File: src/rtl/wb_port_arbiter_pkg.sv
// Shared core definitions for the register-file write-port arbiter.
package wb_port_arbiter_pkg;

  // Core-wide default widths.
  localparam int CORE_DATA_WIDTH     = 32;
  localparam int CORE_REG_ADDR_WIDTH = 5;

  // r0 is hardwired to zero; writes aimed at it are discarded.
  localparam int R0_ADDR = 0;

  // Which source owns the register-file write port in the current cycle.
  typedef enum logic [1:0] {
    GRANT_NONE = 2'd0,
    GRANT_PIPE = 2'd1,
    GRANT_FIFO = 2'd2
  } grant_e;

endpackage

File: src/rtl/wb_fifo.sv
// In-order result buffer for multi-cycle unit write-backs. Exposes every
// slot's address plus a per-slot occupancy flag so the hazard check can scan it.
module wb_fifo
  import wb_port_arbiter_pkg::*;
#(
  parameter int DEPTH      = 2,
  parameter int DATA_WIDTH = CORE_DATA_WIDTH,
  parameter int ADDR_WIDTH = CORE_REG_ADDR_WIDTH,
  localparam int PW = (DEPTH > 1) ? $clog2(DEPTH) : 1,
  localparam int CW = $clog2(DEPTH + 1)
) (
  input  logic                             clk,
  input  logic                             rst,
  input  logic                             push,
  input  logic [ADDR_WIDTH-1:0]            push_addr,
  input  logic [DATA_WIDTH-1:0]            push_data,
  input  logic                             pop,
  output logic [ADDR_WIDTH-1:0]            head_addr,
  output logic [DATA_WIDTH-1:0]            head_data,
  output logic [CW-1:0]                    count,
  output logic [DEPTH-1:0][ADDR_WIDTH-1:0] entry_addr,
  output logic [DEPTH-1:0]                 entry_valid
);

  logic [ADDR_WIDTH-1:0] addr_mem [DEPTH];
  logic [DATA_WIDTH-1:0] data_mem [DEPTH];
  logic [PW-1:0]         wr_ptr;
  logic [PW-1:0]         rd_ptr;

  // Pointers wrap naturally because DEPTH is a power of two; the caller
  // never pushes when full nor pops when empty.
  always_ff @(posedge clk) begin
    if (rst) begin
      wr_ptr <= '0;
      rd_ptr <= '0;
      count  <= '0;
    end else begin
      if (push) wr_ptr <= wr_ptr + PW'(1);
      if (pop)  rd_ptr <= rd_ptr + PW'(1);
      case ({push, pop})
        2'b10:   count <= count + CW'(1);
        2'b01:   count <= count - CW'(1);
        default: count <= count;
      endcase
    end
  end

  // Storage needs no reset: occupancy is tracked by the pointers and count.
  always_ff @(posedge clk) begin
    if (push) begin
      addr_mem[wr_ptr] <= push_addr;
      data_mem[wr_ptr] <= push_data;
    end
  end

  assign head_addr = addr_mem[rd_ptr];
  assign head_data = data_mem[rd_ptr];

  // A slot is live when its distance from the read pointer is below count.
  for (genvar i = 0; i < DEPTH; i++) begin : g_slot
    logic [PW-1:0] offset;
    assign offset         = PW'(i) - rd_ptr;
    assign entry_addr[i]  = addr_mem[i];
    assign entry_valid[i] = ({1'b0, offset} < count);
  end

endmodule

File: src/rtl/wb_port_arbiter.sv
// Shares the single register-file write port between pipeline write-back
// and a multi-cycle unit (MCU). MCU results wait in an in-order FIFO; the
// pipeline wins by default, and a starvation counter eventually freezes the
// pipeline (stall_out) so buffered results can drain.
//
// MCU handshake: a result transfers on a rising edge where mcu_valid and
// mcu_ready are both high. mcu_ready depends only on the stored FIFO count,
// never on mcu_valid or on a pop happening in the same cycle. The MCU must
// hold mcu_addr/mcu_data stable while mcu_valid is high and mcu_ready is low.
module wb_port_arbiter
  import wb_port_arbiter_pkg::*;
#(
  parameter int DATA_WIDTH     = CORE_DATA_WIDTH,
  parameter int REG_ADDR_WIDTH = CORE_REG_ADDR_WIDTH,
  parameter int FIFO_DEPTH     = 2,
  parameter int STARVE_LIMIT   = 4
) (
  input  logic                      clk,
  input  logic                      rst,
  input  logic                      pipe_wr_en,
  input  logic [REG_ADDR_WIDTH-1:0] pipe_wr_addr,
  input  logic [DATA_WIDTH-1:0]     pipe_wr_data,
  input  logic                      mcu_valid,
  input  logic [REG_ADDR_WIDTH-1:0] mcu_addr,
  input  logic [DATA_WIDTH-1:0]     mcu_data,
  output logic                      mcu_ready,
  input  logic [REG_ADDR_WIDTH-1:0] pend_query_addr,
  output logic                      pend_hit,
  output logic                      stall_out,
  output logic                      rf_wr_en,
  output logic [REG_ADDR_WIDTH-1:0] rf_wr_addr,
  output logic [DATA_WIDTH-1:0]     rf_wr_data
);

  localparam int CW = $clog2(FIFO_DEPTH + 1);
  localparam int SW = $clog2(STARVE_LIMIT + 1);
  localparam logic [REG_ADDR_WIDTH-1:0] R0 = REG_ADDR_WIDTH'(R0_ADDR);

  logic [CW-1:0]                            fifo_count;
  logic                                     fifo_empty;
  logic [REG_ADDR_WIDTH-1:0]                head_addr;
  logic [DATA_WIDTH-1:0]                    head_data;
  logic [FIFO_DEPTH-1:0][REG_ADDR_WIDTH-1:0] entry_addr;
  logic [FIFO_DEPTH-1:0]                    entry_valid;

  logic   pipe_req;
  logic   push;
  logic   pop;
  grant_e grant;
  logic [SW-1:0] starve_cnt;

  assign fifo_empty = (fifo_count == '0);
  assign mcu_ready  = (fifo_count < CW'(FIFO_DEPTH));
  // r0 writes: the pipeline request vanishes, the MCU result is consumed
  // by the handshake but never stored.
  assign pipe_req   = pipe_wr_en && (pipe_wr_addr != R0);
  assign push       = mcu_valid && mcu_ready && (mcu_addr != R0);
  assign pop        = (grant == GRANT_FIFO);

  wb_fifo #(
    .DEPTH      (FIFO_DEPTH),
    .DATA_WIDTH (DATA_WIDTH),
    .ADDR_WIDTH (REG_ADDR_WIDTH)
  ) u_fifo (
    .clk         (clk),
    .rst         (rst),
    .push        (push),
    .push_addr   (mcu_addr),
    .push_data   (mcu_data),
    .pop         (pop),
    .head_addr   (head_addr),
    .head_data   (head_data),
    .count       (fifo_count),
    .entry_addr  (entry_addr),
    .entry_valid (entry_valid)
  );

  // Port ownership: while stalled only the FIFO may write; otherwise the
  // pipeline first, then the FIFO head.
  always_comb begin
    grant = GRANT_NONE;
    if (stall_out) begin
      if (!fifo_empty) grant = GRANT_FIFO;
    end else if (pipe_req) begin
      grant = GRANT_PIPE;
    end else if (!fifo_empty) begin
      grant = GRANT_FIFO;
    end
  end

  // Register the granted write so it reaches the register file next cycle.
  always_ff @(posedge clk) begin
    if (rst) begin
      rf_wr_en   <= 1'b0;
      rf_wr_addr <= '0;
      rf_wr_data <= '0;
    end else begin
      case (grant)
        GRANT_PIPE: begin
          rf_wr_en   <= 1'b1;
          rf_wr_addr <= pipe_wr_addr;
          rf_wr_data <= pipe_wr_data;
        end
        GRANT_FIFO: begin
          rf_wr_en   <= 1'b1;
          rf_wr_addr <= head_addr;
          rf_wr_data <= head_data;
        end
        default: begin
          rf_wr_en   <= 1'b0;
          rf_wr_addr <= '0;
          rf_wr_data <= '0;
        end
      endcase
    end
  end

  // Count cycles the FIFO loses to the pipeline; freeze the pipeline once
  // the limit is reached and release it after the FIFO has drained.
  always_ff @(posedge clk) begin
    if (rst) begin
      starve_cnt <= '0;
      stall_out  <= 1'b0;
    end else begin
      if (fifo_empty || pop) begin
        starve_cnt <= '0;
      end else if ((grant == GRANT_PIPE) && (starve_cnt != SW'(STARVE_LIMIT))) begin
        starve_cnt <= starve_cnt + SW'(1);
      end

      if (fifo_empty) begin
        stall_out <= 1'b0;
      end else if (starve_cnt == SW'(STARVE_LIMIT)) begin
        stall_out <= 1'b1;
      end
    end
  end

  // Hazard lookup: does any buffered result target the queried register?
  always_comb begin
    pend_hit = 1'b0;
    for (int i = 0; i < FIFO_DEPTH; i++) begin
      if (entry_valid[i] && (entry_addr[i] == pend_query_addr)) pend_hit = 1'b1;
    end
    if (pend_query_addr == R0) pend_hit = 1'b0;
  end

endmodule

File: config.mk
export PLATFORM = sky130hd
export DESIGN_NAME = wb_port_arbiter
export DESIGN_NICKNAME = d
export VERILOG_FILES = /design/src/rtl/wb_port_arbiter_pkg.sv /design/src/rtl/wb_fifo.sv /design/src/rtl/wb_port_arbiter.sv
export SDC_FILE = /design/constraint.sdc
export NUM_CORES = 1
export LEC_CHECK = 0
export CORE_MARGIN = 3
export CORE_UTILIZATION = 47
export DETAILED_ROUTE_END_ITERATION = 16
export HOLD_SLACK_MARGIN = 0.03
export PLACE_DENSITY = 0.79
export SLEW_MARGIN = 20
export SYNTH_ARGS = -nofsm -noshare
export SYNTH_HDL_FRONTEND = slang
export SYNTH_SLANG_ARGS = --single-unit
File: constraint.sdc
create_clock -name clk -period 3.8 [get_ports clk]
set_input_delay 1.14 -clock clk [delete_from_list [all_inputs] [get_ports clk]]
set_output_delay 1.14 -clock clk [all_outputs]
set_load 0.01 [all_outputs]
==> results.md, run 1 <==
* Transition time at the pin with the least slew margin at 0.932 ns
* Synth warn at 0
* Cell area after synthesis at 4370 um2
* Switching part of the total at 26.0%
* Mean cell area of the mapped netlist at 16.3 um2
* Vertical die dimension at 102 um
* Clock sink count at 121
* Setup Crit Path Kind: input pin to primary output
* Maximum number of buffers from clock root to sink at 2
* Row count at 34
* Data required time of the worst path at 2.66 ns
* Fill count at 599
* CP Cell Sequence: clkdlybuf4s50_1, xor2_1, nor4_1, o211ai_1, a21oi_2, buf_2
* Buffers and inverters on the worst path at 2
* Largest family of logic cells by synthesized area: compound AO/OA/AOI/OAI gates
* Synthesized flop and latch total at 121
* Power density cells at 633 nW/um2
* PortBufs at 123
* Aggregate routed wire length at 9.07 mm
* Worst VDD drop at 0.439 mV
* Cell type group with the largest total delay on the critical path: buffers and inverters
* Total Neg Setup Slack at 0 ns
* Initial antenna violation count at 0
* Final Setup Violations at 0
* Gate power share at 19.0%
* Clock Skew at 0.00824 ns
* Net count after synthesis at 354
* Number of ports placed on the die boundary at 124
* Diode count at 0
* Number of DRC markers in iteration 0 at 100
* Via count of the first global-routing pass at 2832
* Clock Tree Root: clkbuf_8
* Unrepaired setup endpoints after global routing: false
* Drt pass-1 iters at 4
* Max-Cap Viols at 0
* Startpoint Class: input pin
* Status: complete, no violations
* Clock tree from TritonCTS: done
* DRC errors left at 0
* Hold crit path type: flop to flop
* Critical Path Sink Type: primary output
* Setup bufs post-CTS at 0
* Portion of synthesized cell area occupied by the leading cell type at 50.9%
* Gpl congestion at 0.781
* Leakage Power at 2.20 nW
* Count of pins over their slew limit at 0
* Arithmetic-cell share of the synthesized area counting full adders, half adders and majority gates at 0.859%
* Clock-pin slew on the worst setup and hold paths at 0.06 ns
* CP max stage cell: clkdlybuf4s50_1
* Number of CTS-inserted buffers at 17
* Die W at 102 um
* Highest Clock Rate at 270 MHz
* Cell internal pwr at 2.97 mW
* Post-route antenna net violation count at 0
* Highest fanout seen on the critical path at 3
* Core area at 8890 um2
* Top cells by instance count after synthesis: edfxtp_1 (74), dfxtp_1 (47), mux2i_1 (38)
* Worst rel slew slack at 37.7%
* Via count at 2737
* Part of the total power dissipated in the clock network at 37.2%
* Leading cell types by total area after synthesis: edfxtp_1 (51%), dfxtp_1 (22%), mux2i_1 (8.7%)
* Grt ovf at 0
* Effective utilization at floorplan at 49.1%
* Multi-input gate area in the final layout at 1140 um2
* Ratio of cells with drive above 1 in the final layout at 11.7%
* Critical path's largest stage delay at 0.46 ns
* Final period util at 97.6%
* Largest net degree at the start of global routing at 37
* Multiplexer fraction of the synthesized cell area at 9.22%
* Number of distinct library cell variants in the gate-level netlist after synthesis at 31
* Library cell occupying the most area in the post-synthesis netlist: edfxtp_1
* Detailed-route wire length per cell at 17.2 um
* Via/cell ratio at 5.19
* Wire length of the first global-routing pass at 14.0 mm
* Xor and xnor area share after synthesis at 2.81%
* Clk Latency, worst-skew pair at 0.50 ns
* Total half-perimeter wirelength after legalization and detailed placement at 5.94 mm
* CTS HTree Levels at 4
* Simple-Gate Fraction of Synth Area at 3.49%
* Die Footprint at 10500 um2
* Worst EP arrival at 2.57 ns
* Seq. cell area at 3160 um2
* Number of nets at the end of the flow at 492
* Overall track demand over capacity in global routing at 18.3%
* Count of flip-flops with a built-in enable after synthesis at 74
* Most common cell in the synthesized netlist: edfxtp_1
* Most common flop cell mapped by yosys: edfxtp_1
* Net switching power figure at 1.04 mW
* Final standard cell utilization of the core at 71.2%
* Seq/Total Area, Yosys at 72.4%
* Final hold vios at 0
* Minimum clock period after layout at 3.71 ns
* Synthesized-area fraction occupied by ao, oa, aoi and oai cells at 9.22%
* Fraction of registers with async set or reset after synthesis at 0%
* Sequential power share at 43.8%
* Count of mapped cells out of synthesis at 268
* Area growth from synthesis to layout at 44.9%
[placed cells by master, fill, tap and decap left out, types with 3 or more instances in the layout]
master / netlist / layout
a21oi_1: 5 / 4
buf_4: 0 / 5
clkbuf_16: 0 / 16
clkdlybuf4s50_1: 0 / 121
clkinv_2: 0 / 3
clkinv_4: 0 / 5
clkinvlp_4: 0 / 3
dfxtp_1: 47 / 46
edfxtp_1: 74 / 74
ha_1: 3 / 3
inv_1: 5 / 5
mux2i_1: 38 / 38
nor2_1: 8 / 6
nor2_4: 0 / 3
nor4_1: 5 / 5
o2bb2ai_1: 36 / 36
xnor2_1: 4 / 4
xor2_1: 10 / 10
[routing by layer]
metal	vias to the layer above	part of all wire, %	track usage [%]
met2	92	53	32.1
met4	0	1.1	7.27
met5	-	0	0
met1	1321	40	21.0
li1	1313	-	-
met3	11	5.5	5.19
[timing repair]
| action | in CTS | in global routing |
|---|---|---|
| hold buffers | 0 | 0 |
| setup endpoints to repair | 1 | 1 |
| gates resized for setup | 5 | 1 |
| pin swaps | 4 | 3 |
[power groups by stage]
stage	clock (mW)	sequential [mW]	combinational (mW)
final	1.49	1.76	0.760
after global routing	1.59	1.78	0.826
after CTS	1.52	1.76	0.775
after detailed placement	0	1.78	0.764
after global placement	0	1.78	0.747
after floorplan	0	1.76	0.415
[final cells by class]
| type | count | area share [%] |
|---|---|---|
| repair buffers | 130 | 20.6 |
| flip-flops and latches | 121 | 50.0 |
| clock buffers | 17 | 6.54 |
| well taps | 108 | 2.13 |
| clock inverters | 15 | 2.43 |
| multi-input cells | 131 | 18.0 |
| inverters | 5 | 0.296 |
[through the flow]
stage / worst slack (ns) / instances / power [mW] / hold WS, ns / instance area [um2]
after global routing: 0.0338 / 527 / 4.19 / 0.541 / 6330
after CTS: 0.0317 / 527 / 4.06 / 0.515 / 6340
final: 0.0915 / 527 / 4.01 / 0.513 / 6330
after global placement: -0.174 / 495 / 2.52 / 0.491 / 5770
after detailed placement: -0.314 / 495 / 2.55 / 0.501 / 5770
after floorplan: 0.427 / 268 / 2.18 / 0.484 / 4370
[worst min-delay path: stages (launching register included)]
cell       delay, ns
edfxtp_1        0.32
mux2i_1         0.06
o2bb2ai_1       0.11
[final timing paths]
kind | startpoint | to | slack [ns] | cells after the start
max | pend_query_addr[1] | pend_hit | 0.09 | 6
min | u_fifo.data_mem[1][12]$_DFFE_PP_ | rf_wr_data[12]$_SDFF_PP0_ | 0.51 | 2
max reg2reg | stall_out$_SDFFE_PP0N_ | u_fifo.count[1]$_SDFFE_PP0P_ | 1.83 | 6
min reg2reg | u_fifo.data_mem[1][12]$_DFFE_PP_ | rf_wr_data[12]$_SDFF_PP0_ | 0.51 | 2
[state kept, by name, summed over array words and instances, names as in the netlist, named ones only]
name	cells
rf_wr_data	32
u_fifo.data_mem	64
u_fifo.wr_ptr	1
rf_wr_en	1
u_fifo.rd_ptr	1
u_fifo.count	2
stall_out	1
rf_wr_addr	5
u_fifo.addr_mem	10
starve_cnt	3
[cell families (layout without fill, tap and decap cells)]
family	after synthesis	in the layout
AND/OR/NAND/NOR	26	26
multiplexers	40	40
buffers and inverters	16	167
flip-flops	121	121
adder cells (fa/ha/maj)	3	3
XOR/XNOR	14	14
AO/OA/AOI/OAI	48	48
No activity file was read; power rests on OpenSTA's default activity.
==> run 2, diff against run 1 <==
--- a/config.mk
+++ b/config.mk
@@ -5,12 +5,14 @@
 export SDC_FILE = /design/constraint.sdc
 export NUM_CORES = 1
 export LEC_CHECK = 0
-export CORE_MARGIN = 3
+export CORE_MARGIN = 5
 export CORE_UTILIZATION = 47
 export DETAILED_ROUTE_END_ITERATION = 16
+export GPL_ROUTABILITY_DRIVEN = 0
 export HOLD_SLACK_MARGIN = 0.03
 export PLACE_DENSITY = 0.79
 export SLEW_MARGIN = 20
 export SYNTH_ARGS = -nofsm -noshare
 export SYNTH_HDL_FRONTEND = slang
 export SYNTH_SLANG_ARGS = --single-unit
+export TNS_END_PERCENT = 1
==> run 2 against run 1 <==
  * Via count is 0.77% higher
  * First-iteration DRC count is 12% lower
  * Cell area is 0.65% higher
  * Worst hold slack worse by 0.0019 ns
  * Maximum frequency is 2.0% higher
  * Final cell count is 0.95% higher
  * Core utilization is 1.6 points lower
  * Flip-flop and latch count stayed put
  * Total power is 3.6% higher
  * Largest power group unchanged
==> results.md, run 2 (synthesized netlist as in run 1, its figures left out) <==
* Status: complete, no violations
* Drt pass-1 iters at 4 (unchanged)
* Maximum number of buffers from clock root to sink at 2 (unchanged)
* Setup bufs post-CTS at 0 (unchanged)
* Effective utilization at floorplan at 47.7% (-1.4 points)
* Initial antenna violation count at 0 (unchanged)
* Detailed-route wire length per cell at 18.4 um (+7.1%)
* Via count at 2758 (+0.77%)
* Clock Skew at 0.00556 ns (-0.00268 ns)
* End point of the worst hold path: rf_wr_data[24]$_SDFF_PP0_
* Number of nets at the end of the flow at 494 (+0.41%)
* Overall track demand over capacity in global routing at 18.0% (-0.25 points)
* Diode count at 0 (unchanged)
* Critical Path Sink Type: primary output
* Reg-to-reg critical path endpoint: u_fifo.count[1]$_SDFFE_PP0P_
* Largest net degree at the start of global routing at 37 (unchanged)
* Buffers and inverters on the worst path at 2 (unchanged)
* Worst EP arrival at 2.50 ns (-0.07 ns)
* Worst hold slack at 0.511 ns (-0.00188 ns)
* Max reg flops at 64 (unchanged)
* Minimum clock period after layout at 3.64 ns (-0.0718 ns)
* Launching element of the worst setup path: pend_query_addr[2]
* Count of pins over their slew limit at 0 (unchanged)
* Startpoint Class: input pin
* Setup Crit Path Kind: input pin to primary output
* Clock Tree Root: clkbuf_8
* Area growth from synthesis to layout at 45.8%
* Largest reg by FF count: u_fifo.data_mem
* Total half-perimeter wirelength after legalization and detailed placement at 6.70 mm (+13%)
* Worst VDD drop at 0.342 mV (-22%)
* Cell internal pwr at 3.13 mW (+5.4%)
* Power, Total at 4.15 mW (+3.6%)
* Number of CTS-inserted buffers at 17 (unchanged)
* Hold crit path type: flop to flop
* DRC errors left at 0 (unchanged)
* Gate power share at 18.3% (-0.7 points)
* Vertical die dimension at 106 um (+3.9%)
* Beginning of the worst hold path: u_fifo.data_mem[1][24]$_DFFE_PP_
* Highest fanout seen on the critical path at 3 (unchanged)
* Wire length of the first global-routing pass at 15.5 mm (+10%)
* Number of cells on the worst hold path at 2 (unchanged)
* CP max stage cell: clkdlybuf4s50_1
* Critical path's largest stage delay at 0.46 ns (about the same)
* Worst reg2reg path startpoint: stall_out$_SDFFE_PP0N_
* Post-route antenna net violation count at 0 (unchanged)
* Final hold vios at 0 (unchanged)
* Clk Latency, worst-skew pair at 0.49 ns (about the same)
* Row count at 35 (+2.9%)
* Part of the total power dissipated in the clock network at 39.4% (+2.2 points)
* Clock sink count at 121 (unchanged)
* Final Setup Violations at 0 (unchanged)
* Ratio of cells with drive above 1 in the final layout at 11.9% (+0.18 points)
* Switching part of the total at 24.7% (-1.3 points)
* Data required time of the worst path at 2.66 ns (about the same)
* Commonest non-fill, non-tap cell in the layout: clkdlybuf4s50_1
* Cell type group with the largest total delay on the critical path: buffers and inverters
* Die W at 106 um (+3.9%)
* Sequential power share at 42.3% (-1.5 points)
* Final period util at 95.7% (-1.9 points)
* Power density cells at 652 nW/um2 (+2.9%)
* Worst rel slew slack at 35.2% (-2.5 points)
* CTS HTree Levels at 4 (unchanged)
* Via count of the first global-routing pass at 3011 (+6.3%)
* Highest-count cells in the layout ignoring fill and taps: clkdlybuf4s50_1 (122), edfxtp_1 (74), dfxtp_1 (46)
* Fill count at 621 (+3.7%)
* Unrepaired setup endpoints after global routing: false
* Seq. cell area at 3160 um2 (unchanged)
* Number of DRC markers in iteration 0 at 88 (-12%)
* Final standard cell utilization of the core at 69.6% (-1.6 points)
* Core area at 9150 um2 (+2.9%)
* Transition time at the pin with the least slew margin at 0.970 ns (+0.0377 ns)
* Worst-case reg-to-reg path depth at 6 (unchanged)
* Grt ovf at 0 (unchanged)
* Die Footprint at 11300 um2 (+8.0%)
* Via/cell ratio at 5.18 (-0.18%)
* Clock-pin slew on the worst setup and hold paths at 0.06 ns (about the same)
* PortBufs at 123 (unchanged)
* Net switching power figure at 1.03 mW (-1.6%)
* Aggregate routed wire length at 9.81 mm (+8.1%)
* Leakage Power at 2.23 nW (+1.4%)
* CP Cell Sequence: clkdlybuf4s50_1, xor2_1, nor4_1, o211ai_1, a21oi_1, clkbuf_2
* Number of ports placed on the die boundary at 124 (unchanged)
* Leading registers by flop count: u_fifo.data_mem: 64 flops, rf_wr_data: 32 flops, u_fifo.addr_mem: 10 flops
* Multi-input gate area in the final layout at 1140 um2 (-0.33%)
* Setup slack of the worst register-to-register path at 1.84 ns (about the same)
* Clock tree from TritonCTS: done
* Highest Clock Rate at 275 MHz (+2.0%)
* Max-Cap Viols at 0 (unchanged)
run 2: power by group through the flow:
stage | clock network, mW | logic, mW | registers, mW
2_1_floorplan | 0 | 0.415 | 1.76
3_3_place_gp | 0 | 0.745 | 1.77
3_5_place_dp | 0 | 0.765 | 1.79
4_1_cts | 1.67 | 0.774 | 1.76
5_1_grt | 1.73 | 0.823 | 1.78
6_report | 1.64 | 0.760 | 1.76
run 2: per-layer routing:
layer	GRT usage [%]	share of wire, %	wire (um)
met5	0	0	0
met4	6.76	1.2	119
met1	20.1	40	3930
met3	5.34	5.8	565
met2	32.4	53	5200
run 2: worst register-to-register path, delay by kind of cell (launching register included):
kind,cells,cell delay (ns)
AND/OR/NAND/NOR,3,0.94
flip-flops,1,0.32
adder cells (fa/ha/maj),1,0.32
AO/OA/AOI/OAI,2,0.31
run 2: worst max path at each step:
| stage | to | slack, ns | cells after the start |
|---|---|---|---|
| after floorplan | u_fifo.addr_mem[0][0]$_DFFE_PP_ | 0.43 | 3 |
| after global placement | pend_hit | -0.18 | 6 |
| after detailed placement | pend_hit | -0.26 | 6 |
| after CTS | pend_hit | 0.003 | 6 |
| after global routing | pend_hit | 0.05 | 6 |
| final | pend_hit | 0.16 | 6 |
run 2: cell type report:
cell class | count | share of cell area (%)
multi-input cells | 131 | 17.9
clock buffers | 20 | 6.99
clock inverters | 12 | 2.71
inverters | 5 | 0.295
well taps | 111 | 2.18
repair buffers | 132 | 20.3
flip-flops and latches | 121 | 49.7
run 2: metrics by stage:
stage | area, um2 | setup TNS (ns) | std cells | setup slack (ns)
final | 6370 | 0 | 532 | 0.163
after CTS | 6380 | 0 | 532 | 0.00342
after floorplan | 4370 | 0 | 268 | 0.427
after global routing | 6370 | 0 | 532 | 0.0469
after global placement | 5760 | -0.179 | 500 | -0.179
after detailed placement | 5760 | -0.258 | 500 | -0.258
run 2: what timing repair did:
| item | 4_1_cts | 5_1_grt |
|---|---|---|
| pin swaps | 1 | 1 |
| hold buffers | 0 | 0 |
| resized for setup | 1 | 2 |
| endpoints found under the setup margin | 1 | 1 |
